==> config.mk <==
export PLATFORM = sky130hd
export DESIGN_NAME = ped_crossing_ctrl
export DESIGN_NICKNAME = d
export VERILOG_FILES = /design/src/rtl/ped_xing_pkg.sv /design/src/rtl/ped_crossing_ctrl_tick_prescaler.sv /design/src/rtl/ped_crossing_ctrl.sv
export SDC_FILE = /design/constraint.sdc
export NUM_CORES = 1
export LEC_CHECK = 0
export BUFFER_PORTS_ARGS = -buffer_cell sky130_fd_sc_hd__buf_2
export CORE_MARGIN = 2
export CORE_UTILIZATION = 40
export CTS_BUF_LIST = sky130_fd_sc_hd__clkbuf_8
export CTS_CLUSTER_SIZE = 14
export DETAILED_ROUTE_END_ITERATION = 12
export HOLD_SLACK_MARGIN = 0.06
export SYNTH_ARGS = -nofsm -noshare
export SYNTH_HDL_FRONTEND = slang
export SYNTH_HIERARCHICAL = 1
export SYNTH_SLANG_ARGS = --single-unit
==> constraint.sdc <==
create_clock -name clk -period 5.4 [get_ports clk]
set_input_delay 0.54 -clock clk [delete_from_list [all_inputs] [get_ports clk]]
set_output_delay 0.54 -clock clk [all_outputs]
set_load 0.02 [all_outputs]
==> src/rtl/ped_xing_pkg.sv <==
// Shared types and helpers for the pedestrian-crossing controller.
package ped_xing_pkg;

    typedef enum logic [2:0] {
        S_CAR_GREEN   = 3'd0,
        S_CAR_YELLOW  = 3'd1,
        S_ALL_RED_1   = 3'd2,
        S_PED_GREEN   = 3'd3,
        S_PED_BLINK   = 3'd4,
        S_ALL_RED_2   = 3'd5,
        S_CAR_RED_YEL = 3'd6,
        S_MAINT       = 3'd7
    } state_t;

    typedef struct packed {
        logic road_red;
        logic road_yellow;
        logic road_green;
        logic ped_red;
        logic ped_green;
    } lamp_t;

    // Moore lamp pattern for a state; blink gates the flashing lamps.
    function automatic lamp_t lamp_decode(state_t s, logic blink);
        lamp_t l;
        l = '0;
        case (s)
            S_CAR_GREEN:   begin l.road_green = 1'b1; l.ped_red = 1'b1; end
            S_CAR_YELLOW:  begin l.road_yellow = 1'b1; l.ped_red = 1'b1; end
            S_ALL_RED_1:   begin l.road_red = 1'b1; l.ped_red = 1'b1; end
            S_PED_GREEN:   begin l.road_red = 1'b1; l.ped_green = 1'b1; end
            S_PED_BLINK:   begin l.road_red = 1'b1; l.ped_green = blink; end
            S_ALL_RED_2:   begin l.road_red = 1'b1; l.ped_red = 1'b1; end
            S_CAR_RED_YEL: begin l.road_red = 1'b1; l.road_yellow = 1'b1; l.ped_red = 1'b1; end
            S_MAINT:       begin l.road_yellow = blink; end
            default:       begin l.road_red = 1'b1; l.ped_red = 1'b1; end
        endcase
        return l;
    endfunction

    function automatic int unsigned max_u(int unsigned a, int unsigned b);
        return (a > b) ? a : b;
    endfunction

endpackage

==> src/rtl/ped_crossing_ctrl_tick_prescaler.sv <==
// Divides clk into a one-cycle tick every TICK_DIV cycles; restart realigns the phase.
module tick_prescaler #(
    parameter int unsigned TICK_DIV = 50_000_000
) (
    input  logic clk,
    input  logic rst,
    input  logic restart,
    output logic tick
);
    localparam int unsigned CW = (TICK_DIV > 1) ? $clog2(TICK_DIV) : 1;
    localparam logic [CW-1:0] LAST = CW'(TICK_DIV - 1);

    logic [CW-1:0] cnt;

    // Free-running divider, cleared on restart or wrap.
    always_ff @(posedge clk or posedge rst) begin
        if (rst) begin
            cnt <= '0;
        end else if (restart || tick) begin
            cnt <= '0;
        end else begin
            cnt <= cnt + CW'(1);
        end
    end

    assign tick = (cnt == LAST);

endmodule

==> src/rtl/ped_crossing_ctrl.sv <==
// Pedestrian-crossing controller: on-demand ped phase, minimum car green, maintenance flash.
module ped_crossing_ctrl
    import ped_xing_pkg::*;
#(
    parameter int unsigned TICK_DIV     = 50_000_000,
    parameter int unsigned N_BUTTONS    = 2,
    parameter int unsigned T_GREEN_MIN  = 5,
    parameter int unsigned T_YELLOW     = 1,
    parameter int unsigned T_ALL_RED    = 1,
    parameter int unsigned T_PED_GREEN  = 4,
    parameter int unsigned T_PED_BLINK  = 2,
    parameter int unsigned T_RED_YELLOW = 1,
    parameter int unsigned BLINK_HALF   = 1
) (
    input  logic                 clk,
    input  logic                 rst,
    input  logic [N_BUTTONS-1:0] ped_req,
    input  logic                 maint,
    output logic                 ROAD_RED,
    output logic                 ROAD_YELLOW,
    output logic                 ROAD_GREEN,
    output logic                 PED_RED,
    output logic                 PED_GREEN,
    output logic                 PED_WAIT,
    output logic [2:0]           state_o
);
    localparam int unsigned T_MAX = max_u(max_u(max_u(T_GREEN_MIN, T_YELLOW), max_u(T_ALL_RED, T_PED_GREEN)),
                                          max_u(max_u(T_PED_BLINK, T_RED_YELLOW), BLINK_HALF));
    localparam int unsigned PW = (T_MAX > 1) ? $clog2(T_MAX) : 1;

    state_t        state, state_next;
    logic [PW-1:0] phase_cnt, phase_next;
    logic [PW-1:0] blink_cnt, blink_cnt_next;
    logic          blink, blink_next;
    logic          req_pending, req_next;
    logic          tick, entry, phase_end;
    lamp_t         lamps;

    tick_prescaler #(.TICK_DIV(TICK_DIV)) u_prescaler (
        .clk     (clk),
        .rst     (rst),
        .restart (entry),
        .tick    (tick)
    );

    // State and datapath registers.
    always_ff @(posedge clk or posedge rst) begin
        if (rst) begin
            state       <= S_CAR_GREEN;
            phase_cnt   <= PW'(T_GREEN_MIN - 1);
            blink_cnt   <= PW'(BLINK_HALF - 1);
            blink       <= 1'b1;
            req_pending <= 1'b0;
        end else begin
            state       <= state_next;
            phase_cnt   <= phase_next;
            blink_cnt   <= blink_cnt_next;
            blink       <= blink_next;
            req_pending <= req_next;
        end
    end

    // Next state, phase counter, blink and request latch.
    always_comb begin
        state_next     = state;
        phase_next     = phase_cnt;
        blink_cnt_next = blink_cnt;
        blink_next     = blink;
        req_next       = req_pending;
        phase_end      = tick && (phase_cnt == '0);

        case (state)
            S_CAR_GREEN:   if (phase_end && (req_pending || maint)) state_next = S_CAR_YELLOW;
            S_CAR_YELLOW:  if (phase_end) state_next = maint ? S_MAINT : S_ALL_RED_1;
            S_ALL_RED_1:   if (phase_end) state_next = S_PED_GREEN;
            S_PED_GREEN:   if (phase_end) state_next = S_PED_BLINK;
            S_PED_BLINK:   if (phase_end) state_next = S_ALL_RED_2;
            S_ALL_RED_2:   if (phase_end) state_next = S_CAR_RED_YEL;
            S_CAR_RED_YEL: if (phase_end) state_next = S_CAR_GREEN;
            S_MAINT:       if (tick && !maint) state_next = S_ALL_RED_2;
            default:       state_next = S_CAR_GREEN;
        endcase

        entry = (state_next != state);

        // Phase length loads on entry, otherwise counts ticks down to zero.
        if (entry) begin
            case (state_next)
                S_CAR_GREEN:   phase_next = PW'(T_GREEN_MIN - 1);
                S_CAR_YELLOW:  phase_next = PW'(T_YELLOW - 1);
                S_ALL_RED_1:   phase_next = PW'(T_ALL_RED - 1);
                S_PED_GREEN:   phase_next = PW'(T_PED_GREEN - 1);
                S_PED_BLINK:   phase_next = PW'(T_PED_BLINK - 1);
                S_ALL_RED_2:   phase_next = PW'(T_ALL_RED - 1);
                S_CAR_RED_YEL: phase_next = PW'(T_RED_YELLOW - 1);
                default:       phase_next = '0;
            endcase
        end else if (tick && (phase_cnt != '0)) begin
            phase_next = phase_cnt - PW'(1);
        end

        // Blink restarts lit on entry to a flashing state.
        if (entry && ((state_next == S_PED_BLINK) || (state_next == S_MAINT))) begin
            blink_next     = 1'b1;
            blink_cnt_next = PW'(BLINK_HALF - 1);
        end else if (tick && ((state == S_PED_BLINK) || (state == S_MAINT))) begin
            if (blink_cnt == '0) begin
                blink_next     = ~blink;
                blink_cnt_next = PW'(BLINK_HALF - 1);
            end else begin
                blink_cnt_next = blink_cnt - PW'(1);
            end
        end

        // Requests latch outside the ped/maint phases; serving the phase clears them.
        if ((|ped_req) && !(state inside {S_PED_GREEN, S_PED_BLINK, S_MAINT})) begin
            req_next = 1'b1;
        end
        if (entry && ((state_next == S_PED_GREEN) || (state_next == S_MAINT))) begin
            req_next = 1'b0;
        end
    end

    // Lamp decode from registered state only.
    always_comb begin
        lamps       = lamp_decode(state, blink);
        ROAD_RED    = lamps.road_red;
        ROAD_YELLOW = lamps.road_yellow;
        ROAD_GREEN  = lamps.road_green;
        PED_RED     = lamps.ped_red;
        PED_GREEN   = lamps.ped_green;
        PED_WAIT    = req_pending;
        state_o     = 3'(state);
    end

endmodule
==> results of run 1 <==
worst paths after layout:
path,start,endpoint,slack [ps],cells after the start
setup / recovery,u_prescaler/cnt[7]$_DFF_PP0_,u_prescaler/cnt[3]$_DFF_PP0_,2240,10
hold / removal,rst,state_o[1]$_DFF_PP0_,230,2
setup reg to reg,u_prescaler/cnt[7]$_DFF_PP0_,u_prescaler/cnt[3]$_DFF_PP0_,2240,10
hold reg to reg,phase_cnt[1]$_DFFE_PP0P_,phase_cnt[1]$_DFFE_PP0P_,540,1
max in group asynchronous,rst,u_prescaler/cnt[10]$_DFF_PP0_,4310,2
min in group clk,phase_cnt[1]$_DFFE_PP0P_,phase_cnt[1]$_DFFE_PP0P_,540,1
power by group:
| part | leakage [nW] | switching, mW | total (mW) | internal, mW |
|---|---|---|---|---|
| registers | 0.454 | 0 | 0.277 | 0.277 |
| clock network | 0.0491 | 0.0997 | 0.187 | 0.0876 |
| logic | 0.471 | 0.00607 | 0.00718 | 0.00112 |
| total | 0.974 | 0.106 | 0.471 | 0.366 |
cell usage after synthesis (5+ instances only):
cell / number / area, um2
dfrtp_1: 35 / 876
nor2_1: 23 / 86.3
a21oi_1: 18 / 90.1
nand2_1: 15 / 56.3
inv_1: 13 / 48.8
nand3_1: 13 / 65.1
o21ai_0: 12 / 60.1
nor3_1: 8 / 40.0
or4_1: 8 / 60.1
xnor2_1: 8 / 70.1
o31ai_1: 7 / 52.6
or3_1: 6 / 37.5
xor2_1: 6 / 52.6
clkbuf_1: 5 / 18.8
cell families after synthesis:
kind of cell,after synthesis,share of synthesized area
AND/OR/NAND/NOR,99,0.260
AO/OA/AOI/OAI,53,0.163
flip-flops,37,0.442
buffers and inverters,23,0.0435
XOR/XNOR,14,0.0583
adder cells (fa/ha/maj),4,0.0238
multiplexers,2,0.00952
state kept, by name, indices dropped and copies added (netlist names):
register         flops
phase_cnt            3
blink                1
state_o              3
PED_WAIT             1
u_prescaler/cnt     26
blink_cnt            3
layout make-up:
class / instances / area [um2]
inverters: 13 / 48.8
flip-flops and latches: 37 / 928
clock buffers: 5 / 68.8
well taps: 70 / 87.6
fillers: 502 / 2760
clock inverters: 3 / 13.8
repair buffers: 14 / 72.6
multi-input cells: 172 / 1090
critical path: stages (launching register included):
cell     delay (ps)
dfrtp_1         460
nor4b_1         330
nand4_1         210
nor4_1          720
and3b_1         320
o22ai_1         120
nor2_1          280
inv_1           120
o41ai_4          60
buf_4           330
nor2_1           90
layer usage:
metal / global-route usage / wire, um
met1: 0.212 / 2080
met2: 0.246 / 1970
met3: 0.0355 / 95
met4: 0.0655 / 71
met5: 0 / 0
stage by stage:
step / worst slack (ps) / utilization / hold WS, ps
floorplan: 2720 / - / 391
global placement: 2380 / 0.440 / 525
detailed placement: 2240 / 0.440 / 525
CTS: 2210 / 0.456 / 248
global route: 1870 / 0.456 / 283
finish: 2240 / 0.456 / 233
==> impl_metrics.yaml, run 1 <==
cts:
  cts_tree: "yes"
  cts-buffers-inserted: 5
  cts_buffer_depth: 2
  postCtsResizedCells: 0
  cts.sinks: 37
  cts_hold_buf: 0
  clockRootBuffer: "clkbuf_8"
  clk_latency_ps: 290
  post_cts.repair.setup_buffers: 0
  h-tree-depth: 2
  clk_pin_slew_ps: 70
grt:
  grt_usage: 0.158
  grt_pass1_wl_um: 7560
  grt_max_degree: 27
  grt_overflow: 0
  grt_pass1_vias: 1615
  antenna_found_initial: 0
routing:
  wirelength_um: 4220
  drt_iter0_drc: 100
  vias_per_cell: 5.38
  drcViolationCount: 0
  vias: 1690
  drt-pass1-iter-count: 4
  ant_nets: 0
  wl_per_cell_um: 13.4
worst_setup_path:
  crit_type: "flip-flop to flip-flop"
  end_kind: "flip-flop"
  start_kind: "flip-flop"
  crit_fanout: 25
  arrival_ps: 3330
  worstPathRequired_ps: 5570
timing:
  fmax_mhz: 316
  skew_ps: 5.70
  finalSetupViolations: 0
  rsz0062_at_grt: "false"
  slew_headroom: 0.332
  final_max_slew_viol_count: 0
  finalHoldViolCount: 0
  setup_tns_ps: 0
  period_minus_slack_ps: 3160
  tightest_slew_ps: 1000
  period_share: 0.586
floorplanning:
  start_util: 0.414
  die-area_um2: 5850
  boundaryPins: 14
  core_area_um2: 5070
  fp-row-count: 26
  die_w_um: 76.5
  die_y_um: 76.5
synthesis:
  synth_warnings: 6
  synth_edf_count: 0
  synthArstFlopShare: 1.00
  yosysSeqAreaShare: 0.442
  synth-seq-cells: 37
  synth.distinct_cells: 43
  synth.avg_cell_area_um2: 9.06
  synth_cells: 232
  yosys_most_used_dff: "dfrtp_1"
  synth_area_um2: 2100
  syn_nets: 241
cells_and_area:
  layout-drive-gt1-share: 0.123
  stdcell_area_um2: 2310
  layout_common_cells: "35 x dfrtp_1, 23 x nor2_1, 18 x a21oi_1"
  final_net_count: 252
  insertedDiodeCount: 0
  syn_to_final_growth_pct: 10.1
  stdcell_count: 314
  layout_commonest_cell: "dfrtp_1"
power_and_ir_drop:
  p_leak_nw: 0.974
  power_density_nw_per_um2: 204
  ir_drop_v: 0.000148
  p_total_mw: 0.471
place:
  placedCellCount: 306
  dpl_cell_area_um2: 2230
  hpwl_um: 2900
  io_buffers: 13
  gp_routability_congestion: 0.809
hold_path:
  hold_path.class: "primary input to async pin"
flow_run:
  cap_violations: 0
status:
  outcome: "complete, no violations"
Note: power is estimated with default switching activity, not from simulation.
==> inputs of run 2 (changes only) <==
==> constraint.sdc (replaced) <==
create_clock -name clk -period 2.7 [get_ports clk]
set_input_delay 0.27 -clock clk [delete_from_list [all_inputs] [get_ports clk]]
set_output_delay 0.27 -clock clk [all_outputs]
set_load 0.02 [all_outputs]
==> impl_metrics.yaml, run 2 (synthesis results as in run 1) <==
cts:
  post_cts.repair.setup_buffers: 0
  cts_buffer_depth: 2
  clk_pin_slew_ps: 80
  h-tree-depth: 2
  cts-buffers-inserted: 5
  cts.sinks: 37
  cts_tree: "yes"
  clk_latency_ps: 290
  clockRootBuffer: "clkbuf_8"
timing:
  skew_ps: 8.67
  period_minus_slack_ps: 2460
  period_share: 0.913
  setup_ws_ps: 235
  slew_headroom: 0.624
  setup_tns_ps: 0
  finalSetupViolations: 0
  fmax_mhz: 406
  tightest_slew_ps: 549
  final_max_slew_viol_count: 0
  finalHoldViolCount: 0
cells_and_area:
  top_register: "u_prescaler/cnt"
  stdcell_count: 326
  layout_common_cells: "35 x dfrtp_1, 23 x nor2_1, 18 x a21oi_1"
  layout_commonest_cell: "dfrtp_1"
  layout-drive-gt1-share: 0.172
  largest_reg_flops: 26
  syn_to_final_growth_pct: 16.3
  final_net_count: 264
  insertedDiodeCount: 0
worst_setup_path:
  startpoint: "u_prescaler/cnt[18]$_DFF_PP0_"
  cp_slowest_stage_delay_ps: 400
  worstPathRequired_ps: 2880
  arrival_ps: 2650
  crit_type: "flip-flop to flip-flop"
  cp_slowest_cell: "dfrtp_1"
  r2r_start: "u_prescaler/cnt[18]$_DFF_PP0_"
  start_kind: "flip-flop"
  end_kind: "flip-flop"
  crit_top_cell: "nor2_1"
  crit_chain: "nor4b_1 > nand4_1 > nor4_2 > buf_4 > and3b_1 > o22ai_1 > nor2_1 > inv_1 > o41ai_4 > buf_6 > nor2_1"
  crit_fanout: 17
power_and_ir_drop:
  power_density_nw_per_um2: 415
  ir_drop_v: 0.000240
  clock_power_share: 0.437
  switching_power_mw: 0.221
  p_leak_nw: 1.04
  switching_share: 0.218
  p_seq_frac: 0.546
  p_comb_frac: 0.017
  p_int_mw: 0.794
routing:
  vias: 1811
  drt-pass1-iter-count: 4
  drt_iter0_drc: 85
  wirelength_um: 4420
  ant_nets: 0
  wl_per_cell_um: 13.6
  vias_per_cell: 5.56
  drcViolationCount: 0
place:
  io_buffers: 13
  placedCellCount: 317
  dp_slack_ps: 199
  hpwl_um: 3150
  gp_routability_congestion: 0.746
grt:
  grt_max_degree: 27
  grt_pass1_wl_um: 7820
  antenna_found_initial: 0
  grt_usage: 0.162
  grt_overflow: 0
  grt_pass1_vias: 1762
floorplanning:
  core_area_um2: 5070
  die_w_um: 76.5
  die_y_um: 76.5
  fp-row-count: 26
  die-area_um2: 5850
  start_util: 0.414
  boundaryPins: 14
hold_path:
  hold_start: "ped_req[0]"
  hold_path.class: "primary input to flip-flop"
flow_run:
  cap_violations: 0
status:
  outcome: "complete, no violations"
## run 2: changes by cell type in the layout (fill, tap and decap cells not counted), sizes merged
cell and delta:
dlygate4sd3 +1, clkinv -2, clkbuf +2, buf +11
## run 2: power groups by stage
| stage | registers [mW] | clock network, mW | logic (mW) |
|---|---|---|---|
| after floorplan | 0.565 | 0 | 0.00831 |
| after global placement | 0.565 | 0 | 0.0170 |
| after detailed placement | 0.565 | 0 | 0.0169 |
| after CTS | 0.554 | 0.459 | 0.0182 |
| after global routing | 0.554 | 0.485 | 0.0202 |
| final | 0.554 | 0.444 | 0.0169 |
## run 2: repair_timing
| action | 4_1_cts | 5_1_grt |
|---|---|---|
| setup endpoints to repair | 0 | 25 |
| hold buffers | 1 | 0 |
| gates resized for setup | 0 | 3 |
| endpoints found under the hold margin | 35 | 0 |
## run 2: path summary, 6_finish.rpt
path / end / slack (ps) / depth (start not counted)
min in group asynchronous: blink_cnt[1]$_DFFE_PP0P_ / 510 / 3
max in group asynchronous: phase_cnt[2]$_DFFE_PP1P_ / 1860 / 3
worst max register to register: u_prescaler/cnt[5]$_DFF_PP0_ / 240 / 11
worst max-delay path: u_prescaler/cnt[5]$_DFF_PP0_ / 240 / 11
worst min-delay path: PED_WAIT$_DFFE_PP0P_ / 310 / 3
worst min register to register: phase_cnt[1]$_DFFE_PP0P_ / 530 / 1
## run 2: worst max-delay path, delay by kind of cell, from the launching register on
| family | cells | cell delay [ps] |
|---|---|---|
| buf+inv | 3 | 500 |
| flops | 1 | 400 |
| simple gates | 6 | 1240 |
| compound gates | 2 | 200 |
## run 2: routing by layer
layer	global-route usage	share of wire	wire length, um
met1	0.204	0.46	2050
met2	0.273	0.49	2150
met3	0.0355	0.033	146
met4	0.0600	0.017	74
met5	0	0	0
## run 2: final cells by class
| type | instances | area [um2] |
|---|---|---|
| Fill cell | 509 | 2630 |
| Multi-Input combinational cell | 172 | 1110 |
| Sequential cell | 37 | 928 |
| Timing Repair Buffer | 26 | 169 |
| Clock buffer | 7 | 96.3 |
| Tap cell | 70 | 87.6 |
| Inverter | 13 | 48.8 |
| Clock inverter | 1 | 8.76 |
## run 2: per-stage QoR
step	hold WS (ps)	instance area, um2	total power, mW	utilization
5_1_grt	351	2440	1.06	0.482
2_1_floorplan	121	2100	0.573	-
3_5_place_dp	298	2310	0.582	0.456
3_3_place_gp	296	2310	0.582	0.456
6_report	312	2440	1.01	0.482
4_1_cts	305	2430	1.03	0.479
==> inputs of run 3 (changes only) <==
--- a/config.mk
+++ b/config.mk
@@ -12,7 +12,9 @@
 export CTS_CLUSTER_SIZE = 14
 export DETAILED_ROUTE_END_ITERATION = 12
 export HOLD_SLACK_MARGIN = 0.06
+export PLACE_DENSITY_LB_ADDON = 0.1
 export SYNTH_ARGS = -nofsm -noshare
 export SYNTH_HDL_FRONTEND = slang
 export SYNTH_HIERARCHICAL = 1
 export SYNTH_SLANG_ARGS = --single-unit
+export TNS_END_PERCENT = 20
==> constraint.sdc (replaced) <==
create_clock -name clk -period 2.44 [get_ports clk]
set_input_delay 0.244 -clock clk [delete_from_list [all_inputs] [get_ports clk]]
set_output_delay 0.244 -clock clk [all_outputs]
set_load 0.02 [all_outputs]
==> impl_metrics.yaml, run 3 (synthesis results as in run 1) <==
status:
  outcome: "complete, no violations"
power_and_ir_drop:
  clock_power_share: 0.402
  ir_drop_v: 0.000330
  p_comb_frac: 0.018
  switching_power_mw: 0.245
  switching_share: 0.232
  power_density_nw_per_um2: 413
  p_leak_nw: 1.12
  p_int_mw: 0.812
  p_seq_frac: 0.580
timing:
  setup_tns_ps: 0
  final_max_slew_viol_count: 0
  period_minus_slack_ps: 2180
  finalHoldViolCount: 0
  slew_headroom: 0.690
  rsz0062_at_grt: "false"
  fmax_mhz: 459
  finalSetupViolations: 0
  skew_ps: 7.23
  period_share: 0.893
  tightest_slew_ps: 464
hold_path:
  hold_path.class: "primary input to flip-flop"
  hold_start: "ped_req[0]"
place:
  hpwl_um: 3240
  io_buffers: 13
  gp_routability_congestion: 0.760
cells_and_area:
  final_net_count: 278
  layout_common_cells: "35 x dfrtp_1, 23 x buf_4, 22 x nor2_1"
  post-route-util: 0.504
  top_register: "u_prescaler/cnt"
  layout-drive-gt1-share: 0.226
  syn_to_final_growth_pct: 21.7
  largest_reg_flops: 26
  layout_commonest_cell: "dfrtp_1"
  insertedDiodeCount: 0
worst_setup_path:
  end_kind: "flip-flop"
  cp_slowest_cell: "dfrtp_1"
  arrival_ps: 2360
  r2r_start: "u_prescaler/cnt[19]$_DFF_PP0_"
  start_kind: "flip-flop"
  critPathTopFamily: "simple AND/OR/NAND/NOR gates"
  startpoint: "u_prescaler/cnt[19]$_DFF_PP0_"
  cp_slowest_stage_delay_ps: 410
  crit_type: "flip-flop to flip-flop"
  crit_buf_inv: 2
  crit_chain: "and3_1 > nand3_1 > nor4_4 > and3b_2 > o22ai_1 > nor2_2 > inv_1 > o41ai_4 > buf_6 > nor2_1"
  crit_fanout: 11
  worstPathRequired_ps: 2620
routing:
  wirelength_um: 4770
  drt_iter0_drc: 90
  vias_per_cell: 5.32
  ant_nets: 0
  drcViolationCount: 0
  vias: 1808
  wl_per_cell_um: 14.0
  drt-pass1-iter-count: 4
floorplanning:
  fp-row-count: 26
  die_w_um: 76.5
  core_area_um2: 5070
  die_y_um: 76.5
  start_util: 0.414
  die-area_um2: 5850
  boundaryPins: 14
grt:
  grt_overflow: 0
  grt_pass1_wl_um: 8200
  grt_usage: 0.173
  grt_pass1_vias: 1762
  antenna_found_initial: 0
  grt_max_degree: 27
cts:
  cts_buffer_depth: 2
  clockRootBuffer: "clkbuf_8"
  h-tree-depth: 2
  clk_latency_ps: 290
  cts.sinks: 37
  clk_pin_slew_ps: 80
  cts_tree: "yes"
  cts-buffers-inserted: 5
flow_run:
  cap_violations: 0
[run 3: timing repair]
item | 4_1_cts | 5_1_grt
gates resized for setup | 0 | 10
setup endpoints to repair | 0 | 33
hold buffers | 1 | 0
setup buffers | 0 | 1
hold endpoints to repair | 35 | 0
[run 3: power by group through the flow]
| stage | Combinational (mW) | Sequential [mW] | Clock (mW) |
|---|---|---|---|
| 2_1_floorplan | 0.00919 | 0.625 | 0 |
| 3_3_place_gp | 0.0192 | 0.625 | 0 |
| 3_5_place_dp | 0.0192 | 0.625 | 0 |
| 4_1_cts | 0.0203 | 0.613 | 0.435 |
| 5_1_grt | 0.0225 | 0.613 | 0.464 |
| 6_report | 0.0191 | 0.613 | 0.425 |
[run 3: worst paths after layout]
| path | to | slack [ps] | depth (start not counted) |
|---|---|---|---|
| setup / recovery | u_prescaler/cnt[2]$_DFF_PP0_ | 260 | 10 |
| hold / removal | PED_WAIT$_DFFE_PP0P_ | 290 | 3 |
| setup reg to reg | u_prescaler/cnt[2]$_DFF_PP0_ | 260 | 10 |
| hold reg to reg | phase_cnt[1]$_DFFE_PP0P_ | 540 | 1 |
| max in group asynchronous | phase_cnt[2]$_DFFE_PP1P_ | 1600 | 3 |
| min in group asynchronous | blink_cnt[0]$_DFFE_PP0P_ | 500 | 3 |
[run 3: tightest hold or removal path: cells and delay by family]
kind	cells	cell delay, ps
AO/OA/AOI/OAI	2	230
buffers and inverters	1	80
[run 3: cell type report]
class,count,area (um2)
fill,493,2520
multi-input combinational,172,1130
sequential,37,928
timing repair buffer,40,282
tap,70,87.6
clock buffer,5,68.8
inverter,13,48.8
clock inverter,3,13.8
[run 3: layer usage]
layer,GRT usage,wire (um),vias to the layer above
met1,0.242,2480,860
met4,0.0600,59,0
met2,0.270,2120,23
li1,-,-,918
met3,0.0320,102,7
met5,0,0,-
[run 3: stage by stage]
step / setup slack [ps] / area [um2] / hold slack [ps] / instances / power, mW
floorplan: 23.3 / 2120 / 95.0 / 232 / 0.634
global placement: 121 / 2420 / 281 / 329 / 0.644
detailed placement: 87.4 / 2420 / 293 / 329 / 0.644
CTS: 56.2 / 2510 / 286 / 338 / 1.07
global route: 27.4 / 2560 / 302 / 340 / 1.10
finish: 261 / 2560 / 286 / 340 / 1.06
